$ cat config.mk
export PLATFORM = sky130hd
export DESIGN_NAME = uart_send_fifo
export DESIGN_NICKNAME = d
export VERILOG_FILES = /design/src/rtl/uart_send_fifo.sv
export SDC_FILE = /design/constraint.sdc
export NUM_CORES = 1
export LEC_CHECK = 0
export BUFFER_PORTS_ARGS = -buffer_cell sky130_fd_sc_hd__buf_4
export CAP_MARGIN = 20
export CORE_UTILIZATION = 50
export CTS_CLUSTER_DIAMETER = 60
export DETAILED_ROUTE_END_ITERATION = 12
export GPL_ROUTABILITY_DRIVEN = 0
export PLACE_DENSITY = 0.72
export SYNTH_ARGS = -nofsm -noshare
export SYNTH_HDL_FRONTEND = slang
export SYNTH_SLANG_ARGS = --single-unit
$ cat constraint.sdc
create_clock -name clk -period 1.9 [get_ports clk]
set_input_delay 0 -clock clk [delete_from_list [all_inputs] [get_ports clk]]
set_output_delay 0 -clock clk [all_outputs]
set_load 0.01 [all_outputs]
$ cat src/rtl/uart_send_fifo.sv
// Queued UART transmitter: start, LSB-first data, optional parity, 1-2 stop cells.
// Define UART_SEND_FIFO_EN for a FIFO_DEPTH-entry queue; otherwise a single holding register.
//
// state     | meaning
// ----------+-----------------------------------------------
// ST_IDLE   | line idle, waiting for a queued byte
// ST_START  | start cell (line low)
// ST_DATA   | data cells, LSB first
// ST_PARITY | parity cell (only when PARITY != 0)
// ST_STOP   | stop cell(s), line high
module uart_send_fifo #(
  parameter int WAIT_CYCLES = 10,
  parameter int DATA_BITS   = 8,
  parameter int PARITY      = 0,
  parameter int STOP_BITS   = 1,
  parameter int FIFO_DEPTH  = 16
) (
  input  logic                          clk,
  input  logic                          rst_n,
  input  logic [DATA_BITS-1:0]          data,
  input  logic                          transmitByte,
  output logic                          ready,
  output logic                          busy,
  output logic                          overflow,
  output logic [$clog2(FIFO_DEPTH):0]   level,
  output logic                          uart_tx
);

  localparam int LW = $clog2(FIFO_DEPTH) + 1;
  localparam int CW = $clog2(WAIT_CYCLES);
  localparam int BW = $clog2(DATA_BITS);

  typedef enum logic [2:0] {
    ST_IDLE,
    ST_START,
    ST_DATA,
    ST_PARITY,
    ST_STOP
  } state_t;

  logic                 push;
  logic                 pop;
  logic                 q_full;
  logic                 q_empty;
  logic [DATA_BITS-1:0] q_data;
  logic [LW-1:0]        q_count;

  assign push = transmitByte && !q_full;

`ifdef UART_SEND_FIFO_EN
  localparam int AW = $clog2(FIFO_DEPTH);

  logic [DATA_BITS-1:0] mem [FIFO_DEPTH];
  logic [AW-1:0]        wr_ptr;
  logic [AW-1:0]        rd_ptr;
  logic [LW-1:0]        count;

  // Pointers are exactly AW bits wide, so they wrap at FIFO_DEPTH by themselves.
  always_ff @(posedge clk or negedge rst_n) begin
    if (!rst_n) begin
      wr_ptr <= '0;
      rd_ptr <= '0;
      count  <= '0;
    end else begin
      if (push) wr_ptr <= wr_ptr + AW'(1);
      if (pop)  rd_ptr <= rd_ptr + AW'(1);
      case ({push, pop})
        2'b10:   count <= count + LW'(1);
        2'b01:   count <= count - LW'(1);
        default: count <= count;
      endcase
    end
  end

  always_ff @(posedge clk) begin
    if (push) mem[wr_ptr] <= data;
  end

  assign q_data  = mem[rd_ptr];
  assign q_count = count;
  assign q_full  = (count == LW'(FIFO_DEPTH));
  assign q_empty = (count == '0);
`else
  logic [DATA_BITS-1:0] hold;
  logic                 hold_vld;

  // push needs !full and pop needs !empty, so they never coincide here.
  always_ff @(posedge clk or negedge rst_n) begin
    if (!rst_n) begin
      hold     <= '0;
      hold_vld <= 1'b0;
    end else if (push) begin
      hold     <= data;
      hold_vld <= 1'b1;
    end else if (pop) begin
      hold_vld <= 1'b0;
    end
  end

  assign q_data  = hold;
  assign q_count = LW'(hold_vld);
  assign q_full  = hold_vld;
  assign q_empty = !hold_vld;
`endif

  state_t               state;
  state_t               state_nxt;
  logic [CW-1:0]        cell_cnt;
  logic [BW-1:0]        bit_idx;
  logic                 stop_idx;
  logic [DATA_BITS-1:0] shreg;
  logic                 par_bit;
  logic                 line_nxt;
  logic                 line_active;
  logic                 cell_end;
  logic                 last_data;
  logic                 last_stop;

  assign cell_end  = (cell_cnt == '0);
  assign last_data = (bit_idx == BW'(DATA_BITS - 1));
  assign last_stop = (stop_idx == 1'(STOP_BITS - 1));

  always_comb begin
    state_nxt = state;
    pop       = 1'b0;
    line_nxt  = 1'b1;
    case (state)
      ST_IDLE: begin
        if (!q_empty) begin
          state_nxt = ST_START;
          pop       = 1'b1;
        end
      end
      ST_START: begin
        line_nxt = 1'b0;
        if (cell_end) state_nxt = ST_DATA;
      end
      ST_DATA: begin
        line_nxt = shreg[0];
        if (cell_end && last_data) state_nxt = (PARITY != 0) ? ST_PARITY : ST_STOP;
      end
      ST_PARITY: begin
        line_nxt = par_bit;
        if (cell_end) state_nxt = ST_STOP;
      end
      ST_STOP: begin
        if (cell_end && last_stop) begin
          if (!q_empty) begin
            state_nxt = ST_START;
            pop       = 1'b1;
          end else begin
            state_nxt = ST_IDLE;
          end
        end
      end
      default: state_nxt = ST_IDLE;
    endcase
  end

  // uart_tx is the registered image of the current state's cell, one clock behind the FSM.
  always_ff @(posedge clk or negedge rst_n) begin
    if (!rst_n) begin
      state       <= ST_IDLE;
      cell_cnt    <= CW'(WAIT_CYCLES - 1);
      bit_idx     <= '0;
      stop_idx    <= 1'b0;
      shreg       <= '0;
      par_bit     <= 1'b0;
      uart_tx     <= 1'b1;
      line_active <= 1'b0;
      overflow    <= 1'b0;
    end else begin
      state       <= state_nxt;
      uart_tx     <= line_nxt;
      line_active <= (state != ST_IDLE);
      if (transmitByte && q_full) overflow <= 1'b1;

      if (state == ST_IDLE || cell_end) cell_cnt <= CW'(WAIT_CYCLES - 1);
      else                              cell_cnt <= cell_cnt - CW'(1);

      if (state != ST_DATA) begin
        bit_idx <= '0;
      end else if (cell_end) begin
        bit_idx <= bit_idx + BW'(1);
        shreg   <= shreg >> 1;
      end

      if (state != ST_STOP)  stop_idx <= 1'b0;
      else if (cell_end)     stop_idx <= !stop_idx;

      if (pop) begin
        shreg   <= q_data;
        par_bit <= (^q_data) ^ (PARITY == 1);
      end
    end
  end

  assign ready = !q_full;
  assign busy  = (state != ST_IDLE) || !q_empty || line_active;
  assign level = q_count;

endmodule

==> reports/qor.txt, run 1 <==
CTS Buffer Depth -> 2
port buffer count -> 15
Post-Syn Area -> 0.001523 mm2
met3 GRT Util -> 6.349%
root buffer cell -> clkbuf_4
Critical Path End -> busy
status -> complete, but fails checks
Avg Inst Size Synth -> 11.03 um2
Core Util, Final -> 63.91%
antenna violations before repair -> 0
Critical Path, Cell by Cell -> buf_4, or3_1, or3_1, buf_4
initial DRC count -> 20
Final Hold Viols -> 0
r2r endpoint -> shreg[7]$_DFFE_PN0P_
met1 Resource Use GR -> 24.77%
Die Span Y -> 57.19 um
setup tns final -> 0 ns
Core ar. -> 0.002829 mm2
Final nets -> 180
Clock Sinks -> 32
DRC viols -> 2
pwr dens -> 1457 mW/mm2
Syn. warnings -> 0
latest clock arrival within the worst-skew pair -> 0.33 ns
Total Power -> 2.633 mW
fin cells -> 198
Die ar. -> 0.003270 mm2
Worst Hold Class -> primary input to async pin
skew final -> 0.008060 ns
area of placed instances -> 0.001644 mm2
worst reg-to-reg setup slack -> 0.18 ns
Critical-path top delay cell -> or3_1
Max IR drop VDD -> 856.7 uV
CTS tree -> built
Hold WS -> 0.1182 ns
prevailing post-synth register cell -> dfrtp_1
dpl hpwl -> 1703 um
pin count of the biggest net entering global routing -> 33
Reg clk slew, reported paths -> 0.10 ns
Highest Clock Rate -> 551.6 MHz
synthesized netlist cell count -> 138
Vias/cell -> 5.177
Initial Utilization -> 53.83%
WL/cell -> 13.18 um
RSZ-0062 raised after global routing -> false
Synth cell types -> 32
via count -> 1,025
Placed Cells -> 180
Post-Route WL -> 2610 um
Setup WS post-layout -> 0.08718 ns
Slew Limit Fails -> 0
worst r2r src -> cell_cnt[0]$_DFF_PN1_
number of global-route vias before repair -> 999
layout cell share with drive strength beyond 1 -> 26.35%
first-pass iteration count of the detailed router -> 8
Max FO, Critical Path -> 8
Slowest Stage Delay on Critical Path -> 0.45 ns
GRT Total Usage -> 19.09%
IO Pins -> 20
Num CTS Buffers -> 5
Worst Path Required -> 1.90 ns
WP data arrival -> 1.81 ns
Finished Cell Area -> 0.001808 mm2
Synth async-reset ratio -> 100.0%
GR Overflow Total -> 0
Post-synth EDFFs -> 0
CP startpoint kind -> register
WS Path Type -> register to output port
post-route antenna net violation count -> 0
CP Launch Point -> state[2]$_DFFE_PN0P_
area delta synth->final -> 18.73%
# Post-CTS Setup Buffers -> 0
Seq cells post-synth -> 32
Die X -> 57.19 um
Leakage -> 0.8416 nW
fin crit period -> 1.813 ns
# H-tree levels -> 2
first-pass GRT wire length -> 4540 um
M2 GR Usage -> 29.41%
final setup vio count -> 0
failing checks -> design-rule violations
Tcrit/Tclk final -> 95.41%
reg2reg path depth -> 7
Row Count -> 19
n_diodes -> 0
MaxCap Viol Count -> 0
GR peak layer -> met2
Setup WS pre-CTS -> 0.1037 ns
register area share after synthesis -> 52.83%
Worst setup EP type -> output port
cell type report:
type                    count  area (um2)
inverters                   4       15.01
fillers                   215        1021
multi-input cells          93       625.6
well taps                  31       38.79
clock inverters             2       10.01
repair buffers             30       262.8
flip-flops and latches     32       804.5
clock buffers               6       51.30
synth_stat cells (2+ instances only):
cell type / number / area share, %
buf_6: 3 / 2.2
o21ai_1: 8 / 2.6
clkbuf_1: 2 / 0.49
nand3_1: 4 / 1.3
inv_1: 4 / 0.99
ha_1: 3 / 2.5
buf_4: 6 / 3.0
a21oi_1: 6 / 2.0
nor3_1: 2 / 0.66
or3_1: 2 / 0.82
dfrtp_1: 29 / 48
mux2i_1: 7 / 4.6
mux2_2: 8 / 5.9
nand2_1: 18 / 4.4
nor2_1: 7 / 1.7
or3b_1: 2 / 1.2
dfstp_2: 3 / 5.2
xnor2_1: 10 / 5.8
registers in the layout, indices dropped and copies added (netlist names):
name         count
hold_vld         1
overflow         1
line_active      1
bit_idx          3
state            3
cell_cnt         4
par_bit          1
stop_idx         1
uart_tx          1
hold             8
shreg            8
worst min path at each step:
stage	endpoint	from	cells after the start
5_1_grt	state[1]$_DFFE_PN0P_	rst_n	2
3_3_place_gp	bit_idx[0]$_DFFE_PN0P_	rst_n	1
2_1_floorplan	bit_idx[0]$_DFFE_PN0P_	rst_n	0
6_report	state[1]$_DFFE_PN0P_	rst_n	2
4_1_cts	par_bit$_DFFE_PN0P_	rst_n	2
3_5_place_dp	bit_idx[0]$_DFFE_PN0P_	rst_n	1
layer usage:
layer | wire, um | part of all wire (%)
met5 | 0 | 0
met4 | 54 | 2.1
met3 | 115 | 4.4
met2 | 1214 | 47
met1 | 1225 | 47
placed cells by master (no fill, tap or decap), types with 2 or more instances in the layout:
cell / count
dfrtp_1: 29
buf_4: 19
nand2_1: 18
xnor2_1: 10
dlygate4sd3_1: 10
mux2_2: 8
o21ai_1: 8
nor2_1: 7
mux2i_1: 7
a21oi_1: 6
clkbuf_4: 5
inv_1: 4
nand3_1: 4
conb_1: 4
ha_1: 3
dfstp_2: 3
nor3_1: 2
or3_1: 2
or3b_1: 2
clkinv_2: 2
report_power, final:
part	internal, mW	total (mW)	switching [mW]
registers	0.970	1.20	0.233
logic	0.569	1.02	0.455
clock network	0.176	0.407	0.231
what timing repair did:
item | 4_1_cts | 5_1_grt
hold endpoints to repair | 42 | 0
resized for setup | 0 | 1
endpoints found under the setup margin | 0 | 6
hold buffers | 10 | 0
cells by family after synthesis:
logic type | Yosys count | share of synthesized area [%]
AO/OA/AOI/OAI | 20 | 7.889
multiplexers | 15 | 10.52
flip-flops | 32 | 52.84
adder cells (fa/ha/maj) | 3 | 2.465
XOR/XNOR | 10 | 5.752
buffers and inverters | 16 | 6.984
other | 1 | 0.2463
AND/OR/NAND/NOR | 41 | 13.31
worst max-delay path: cells and delay by family (launching register included):
family | cells | cell delay, ns
simple gates | 2 | 0.78
flops | 1 | 0.39
buf+inv | 2 | 0.32
(Power assumes the default switching activity.)
==> run 2, diff against run 1 <==
--- a/config.mk
+++ b/config.mk
@@ -5,13 +5,15 @@
 export SDC_FILE = /design/constraint.sdc
 export NUM_CORES = 1
 export LEC_CHECK = 0
+export ABC_CLOCK_PERIOD_IN_PS = 1900
 export BUFFER_PORTS_ARGS = -buffer_cell sky130_fd_sc_hd__buf_4
 export CAP_MARGIN = 20
 export CORE_UTILIZATION = 50
 export CTS_CLUSTER_DIAMETER = 60
 export DETAILED_ROUTE_END_ITERATION = 12
 export GPL_ROUTABILITY_DRIVEN = 0
-export PLACE_DENSITY = 0.72
+export PLACE_DENSITY = 0.78
+export SETUP_SLACK_MARGIN = 0.1
 export SYNTH_ARGS = -nofsm -noshare
 export SYNTH_HDL_FRONTEND = slang
 export SYNTH_SLANG_ARGS = --single-unit
==> run 2 against run 1 <==
The run still ends with design-rule violations left. Power up 6.1%. Register-to-register slack got worse by 0.06 ns. Die area unchanged. Critical path type is now register to register. Worst hold slack improved by 0.064 ns. Via count up 5.7%. Critical path depth rose by 3. Combinational power is 17% higher. Largest power group unchanged. Clock power is 3% lower. Non-clock buffer count grew 4.
==> reports/qor.txt, run 2 (same netlist as run 1, synthesis figures left out) <==
worst r2r src -> cell_cnt[1]$_DFF_PN0_
Max FO, Critical Path -> 5
Reg clk slew, reported paths -> 0.09 ns
initial DRC count -> 39
Max IR drop VDD -> 1042 uV
r2r endpoint -> shreg[4]$_DFFE_PN0P_
first-pass iteration count of the detailed router -> 8
Worst Hold Class -> primary input to async pin
GRT Total Usage -> 18.11%
Core ar. -> 0.002829 mm2
skew final -> 0.004368 ns
Placed Cells -> 180
Clock Sinks -> 32
Fill cells -> 181
Leakage -> 0.8665 nW
CP startpoint kind -> register
Tcrit/Tclk final -> 93.77%
CP Launch Point -> cell_cnt[1]$_DFF_PN0_
Flop pwr share -> 43.3%
Slew Limit Fails -> 0
WP data arrival -> 2.04 ns
Post-Route WL -> 2843 um
layout cell share with drive strength beyond 1 -> 29.24%
most common cell after layout, fill and taps aside -> dfrtp_1
CTS Buffer Depth -> 2
most frequent cells in the layout -> 29 x dfrtp_1, 21 x buf_4, 18 x nand2_1
reg2reg path depth -> 7
Clock power frac -> 14.2%
area delta synth->final -> 23.99%
WS Path Type -> register to register
Final Hold Viols -> 0
IO Pins -> 20
# H-tree levels -> 2
first-pass GRT wire length -> 4491 um
GR Overflow Total -> 0
n_diodes -> 0
DRC viols -> 2
setup tns final -> 0 ns
met3 GRT Util -> 4.989%
RSZ-0062 raised after global routing -> true
Top Registers -> hold (8), shreg (8), cell_cnt (4)
Die Span Y -> 57.19 um
Die X -> 57.19 um
dpl hpwl -> 1762 um
Initial Utilization -> 53.83%
Worst Path Required -> 2.16 ns
met1 Resource Use GR -> 23.74%
switching part of the total -> 34.74%
M2 GR Usage -> 28.74%
Die ar. -> 0.003270 mm2
post-route antenna net violation count -> 0
Worst setup EP type -> register
Highest Clock Rate -> 561.3 MHz
final setup vio count -> 0
antenna violations before repair -> 0
failing checks -> design-rule violations
fin crit period -> 1.782 ns
pwr dens -> 1480 mW/mm2
WL/cell -> 14.07 um
via count -> 1,083
number of global-route vias before repair -> 1,036
Num CTS Buffers -> 5
MaxCap Viol Count -> 0
port buffer count -> 15
Row Count -> 19
Final nets -> 184
worst reg-to-reg setup slack -> 0.12 ns
fin cells -> 202
GR peak layer -> met2
CTS tree -> built
Critical Path End -> shreg[4]$_DFFE_PN0P_
latest clock arrival within the worst-skew pair -> 0.32 ns
pin count of the biggest net entering global routing -> 33
Psw -> 0.9706 mW
combinational share of power -> 42.6%
root buffer cell -> clkbuf_4
Vias/cell -> 5.361
internal cell power -> 1.824 mW
status -> complete, but fails checks
==> run 2: cell types whose count changed in the layout (fill, tap and decap cells not counted), sizes merged <==
cell    previous run  this run
clkinv             2         0
clkbuf             6        10
buf               20        22
==> run 2: worst min path at each step <==
stage,slack [ns],depth (start not counted),to,start
6_report,0.18,2,hold_vld$_DFFE_PN0P_,rst_n
5_1_grt,0.22,2,state[0]$_DFFE_PN0P_,rst_n
4_1_cts,0.13,2,cell_cnt[2]$_DFF_PN0_,rst_n
3_5_place_dp,-0.05,1,cell_cnt[2]$_DFF_PN0_,rst_n
3_3_place_gp,-0.05,1,line_active$_DFF_PN0_,rst_n
2_1_floorplan,-0.30,0,bit_idx[0]$_DFFE_PN0P_,rst_n
==> run 2: final cells by class <==
type / instances / area [um2] / share of cell area [%]
Clock buffer: 8 / 58.81 / 3.115
Inverter: 4 / 15.01 / 0.7952
Multi-Input combinational cell: 93 / 643.1 / 34.06
Sequential cell: 32 / 804.5 / 42.61
Tap cell: 31 / 38.79 / 2.054
Timing Repair Buffer: 34 / 327.8 / 17.36
==> run 2: power by group through the flow <==
stage	Combinational [mW]	Clock (mW)	Sequential, mW
2_1_floorplan	0.840	0	1.14
3_3_place_gp	0.969	0	1.19
3_5_place_dp	1.01	0	1.20
4_1_cts	1.04	0.407	1.19
5_1_grt	1.29	0.420	1.25
6_report	1.19	0.396	1.21
==> run 2: critical path, stage by stage (launching register included) <==
cell and delay, ns:
dfrtp_1 0.41, inv_2 0.07, ha_4 0.14, or4b_4 0.50, a21oi_4 0.27, clkbuf_16 0.20
nand2_1 0.05, o21ai_1 0.08
==> run 2: layer usage <==
| layer | vias up | share of wire, % |
|---|---|---|
| met2 | 38 | 49 |
| li1 | 520 | - |
| met4 | 0 | 2.3 |
| met1 | 518 | 44 |
| met5 | - | 0 |
| met3 | 7 | 4.9 |
==> run 2: per-stage QoR <==
| stage | power, mW | hold WS, ns | instance area [um2] | util (%) | setup WS, ns |
|---|---|---|---|---|---|
| after detailed placement | 2.217 | -0.04889 | 1644 | 58.12 | 0.08016 |
| after floorplan | 1.978 | -0.2956 | 1534 | - | 0.1380 |
| after global routing | 2.962 | 0.2237 | 1888 | 66.74 | 0.08366 |
| after global placement | 2.161 | -0.05309 | 1644 | 58.12 | 0.1422 |
| final | 2.794 | 0.1821 | 1888 | 66.74 | 0.1184 |
| after CTS | 2.641 | 0.1349 | 1810 | 64.00 | 0.1043 |
==> run 2: what timing repair did <==
| action | CTS | global route |
|---|---|---|
| resized for setup | 2 | 4 |
| pin swaps | 0 | 2 |
| buffers inserted | 0 | 2 |
| endpoints found under the hold margin | 42 | 0 |
| hold buffers | 10 | 0 |
| endpoints found under the setup margin | 8 | 3 |
| gates cloned | 0 | 2 |
==> run 3, diff against run 2 <==
==> config.mk (replaced) <==
export PLATFORM = sky130hd
export DESIGN_NAME = uart_send_fifo
export DESIGN_NICKNAME = d
export VERILOG_FILES = /design/src/rtl/uart_send_fifo.sv
export SDC_FILE = /design/constraint.sdc
export NUM_CORES = 1
export LEC_CHECK = 0
export ABC_AREA = 1
export ABC_CLOCK_PERIOD_IN_PS = 1900
export BUFFER_PORTS_ARGS = -buffer_cell sky130_fd_sc_hd__buf_2
export CAP_MARGIN = 20
export CORE_UTILIZATION = 51
export CTS_CLUSTER_DIAMETER = 60
export DETAILED_ROUTE_END_ITERATION = 12
export GPL_ROUTABILITY_DRIVEN = 0
export PLACE_DENSITY = 0.79
export SETUP_SLACK_MARGIN = 0.1
export SLEW_MARGIN = 10
export SYNTH_ARGS = -nofsm -noshare
export SYNTH_HDL_FRONTEND = slang
export SYNTH_SLANG_ARGS = --single-unit
==> run 3 against run 2 <==
The flow now finishes without violations. Non-clock buffer count decreased by 9. Sequential cell count unchanged. Largest power group unchanged. First-iteration DRC count increased by 44%. Setup slack improved by 0.15 ns. Power decreased by 47%. Critical endpoint is now busy. Clock skew increased by 0.012 ns.
==> reports/qor.txt, run 3 <==
status -> finished, final reports clean
WP data arrival -> 1.63 ns
MaxCap Viol Count -> 0
skew final -> 0.01604 ns
post-route antenna net violation count -> 0
Num CTS Buffers -> 5
final setup vio count -> 0
setup tns final -> 0 ns
internal cell power -> 1.006 mW
Flop pwr share -> 52.5%
WL/cell -> 10.60 um
synthesized netlist cell count -> 216
n_diodes -> 0
CTS tree -> built
CTS Buffer Depth -> 2
Final Hold Viols -> 0
Die Span Y -> 59.70 um
most common cell after layout, fill and taps aside -> nand2_1
Least-Margin Pin Slew -> 0.6979 ns
antenna violations before repair -> 0
Final nets -> 257
Die X -> 59.70 um
Max IR drop VDD -> 663.3 uV
Row Count -> 20
pwr dens -> 770.7 mW/mm2
combinational share of power -> 22.1%
Total Power -> 1.487 mW
Post-Route WL -> 3052 um
switching part of the total -> 32.37%
number of global-route vias before repair -> 1,260
most common cell in the synthesized netlist -> nand2_1
Slew Limit Fails -> 0
GR Overflow Total -> 0
prevailing post-synth register cell -> dfrtp_1
Synth async-reset ratio -> 100.0%
Leakage -> 1.022 nW
first-pass iteration count of the detailed router -> 4
Highest Clock Rate -> 614.4 MHz
Fill cells -> 282
Vias/cell -> 4.653
Post-synth top cells -> 78 x nand2_1, 29 x dfrtp_1, 27 x inv_1, 17 x nor2_1, 13 x nand3_1
Slew HR -> 53.47%
Core ar. -> 0.003103 mm2
dpl hpwl -> 2058 um
CP startpoint kind -> register
Psw -> 0.4814 mW
WS Path Type -> register to output port
layout cell share with drive strength beyond 1 -> 15.98%
area delta synth->final -> 13.63%
Worst Hold Class -> primary input to async pin
area leader, netlist -> dfrtp_1
Post-Syn Area -> 0.001698 mm2
Die ar. -> 0.003564 mm2
Synth cell types -> 30
Top Registers -> hold (8), shreg (8), cell_cnt (4)
via count -> 1,340
DRC viols -> 0
Avg Inst Size Synth -> 7.861 um2
Initial Utilization -> 54.72%
initial DRC count -> 56
Worst Path Required -> 1.90 ns
Post-synth EDFFs -> 0
latest clock arrival within the worst-skew pair -> 0.34 ns
root buffer cell -> clkbuf_4
Worst setup EP type -> output port
Seq cells post-synth -> 32
port buffer count -> 15
most frequent cells in the layout -> 78 x nand2_1, 29 x dfrtp_1, 27 x inv_1
# H-tree levels -> 2
fin crit period -> 1.628 ns
GRT Total Usage -> 20.20%
register area share after synthesis -> 47.38%
IO Pins -> 20
Clock power frac -> 25.4%
Clock Sinks -> 32
area share of the leading cell type in the synthesized netlist -> 42.74%
Max FO, Critical Path -> 5
Reg clk slew, reported paths -> 0.11 ns
pin count of the biggest net entering global routing -> 33
RSZ-0062 raised after global routing -> false
# Post-CTS Setup Buffers -> 0
Hold WS -> 0.2394 ns
Syn. warnings -> 0
Tcrit/Tclk final -> 85.66%
first-pass GRT wire length -> 5285 um
top cells by area, synth -> dfrtp_1 43%, nand2_1 17%, inv_1 6.0%
==> run 3: changes by cell type in the layout (fill, tap and decap cells not counted), sizes merged, moves of 8 or more <==
cell   change
nand2     +64
xnor2      -9
inv       +26
nand3     +10
nor2      +12
mux2       -8
==> run 3: cell families after synthesis <==
| kind of cell | after synthesis | share of synthesized area [%] |
|---|---|---|
| AND/OR/NAND/NOR | 122 | 31.32 |
| buffers and inverters | 38 | 10.76 |
| flip-flops | 32 | 47.38 |
| AO/OA/AOI/OAI | 18 | 7.075 |
| adder cells (fa/ha/maj) | 3 | 2.211 |
| XOR/XNOR | 2 | 1.032 |
| other | 1 | 0.2209 |
==> run 3: power groups by stage <==
| stage | logic (mW) | registers (mW) | clock network (mW) |
|---|---|---|---|
| global route | 0.381 | 0.789 | 0.412 |
| CTS | 0.331 | 0.781 | 0.382 |
| finish | 0.328 | 0.781 | 0.378 |
| global placement | 0.300 | 0.793 | 0 |
| detailed placement | 0.314 | 0.795 | 0 |
| floorplan | 0.250 | 0.786 | 0 |
==> run 3: worst paths after layout <==
| path | cells past startpoint | startpoint | slack, ns | end |
|---|---|---|---|---|
| setup / recovery | 6 | state[1]$_DFFE_PN0P_ | 0.27 | busy |
| min in group clk | 3 | transmitByte | 0.43 | overflow$_DFFE_PN0P_ |
| setup reg to reg | 10 | cell_cnt[0]$_DFF_PN1_ | 0.30 | shreg[6]$_DFFE_PN0P_ |
| max in group asynchronous | 2 | rst_n | 1.20 | hold[7]$_DFFE_PN0P_ |
| hold / removal | 2 | rst_n | 0.24 | bit_idx[2]$_DFFE_PN0P_ |
| hold reg to reg | 1 | overflow$_DFFE_PN0P_ | 0.46 | overflow$_DFFE_PN0P_ |
==> run 3: routing by layer <==
layer | track usage (%) | up-vias | routed length [um]
met3 | 5.844 | 4 | 119
met2 | 32.06 | 27 | 1453
met4 | 5.980 | 0 | 44
met5 | 0 | - | 0
met1 | 26.92 | 596 | 1434
li1 | - | 713 | -
==> run 3: layout make-up <==
| class | instances | area (um2) | area share [%] |
|---|---|---|---|
| clock buffers | 7 | 45.04 | 2.335 |
| clock inverters | 1 | 5.005 | 0.2594 |
| repair buffers | 25 | 175.2 | 9.079 |
| inverters | 30 | 117.6 | 6.096 |
| multi-input cells | 149 | 726.9 | 37.68 |
| well taps | 44 | 55.05 | 2.853 |
| flip-flops and latches | 32 | 804.5 | 41.70 |
==> run 3: critical path, stage by stage, from the launching register on <==
cell	delay [ns]
dfrtp_1	0.44
inv_1	0.11
nand2_2	0.09
nor2_1	0.13
nand2_1	0.11
or2_2	0.28
buf_2	0.14
==> run 3: through the flow <==
step                      instances  util [%]  cell area, um2  worst slack, ns
final                           288     62.18            1929           0.2724
after detailed placement        270     57.18            1774           0.2730
after floorplan                 219         -            1709           0.4565
after CTS                       288     62.02            1924           0.2409
after global placement          270     57.18            1774           0.3028
after global routing            288     62.18            1929           0.1645
==> run 3: what timing repair did <==
item,4_1_cts,5_1_grt
endpoints found under the hold margin,38,0
hold buffers,10,0
gates resized for setup,0,1
endpoints found under the setup margin,0,3
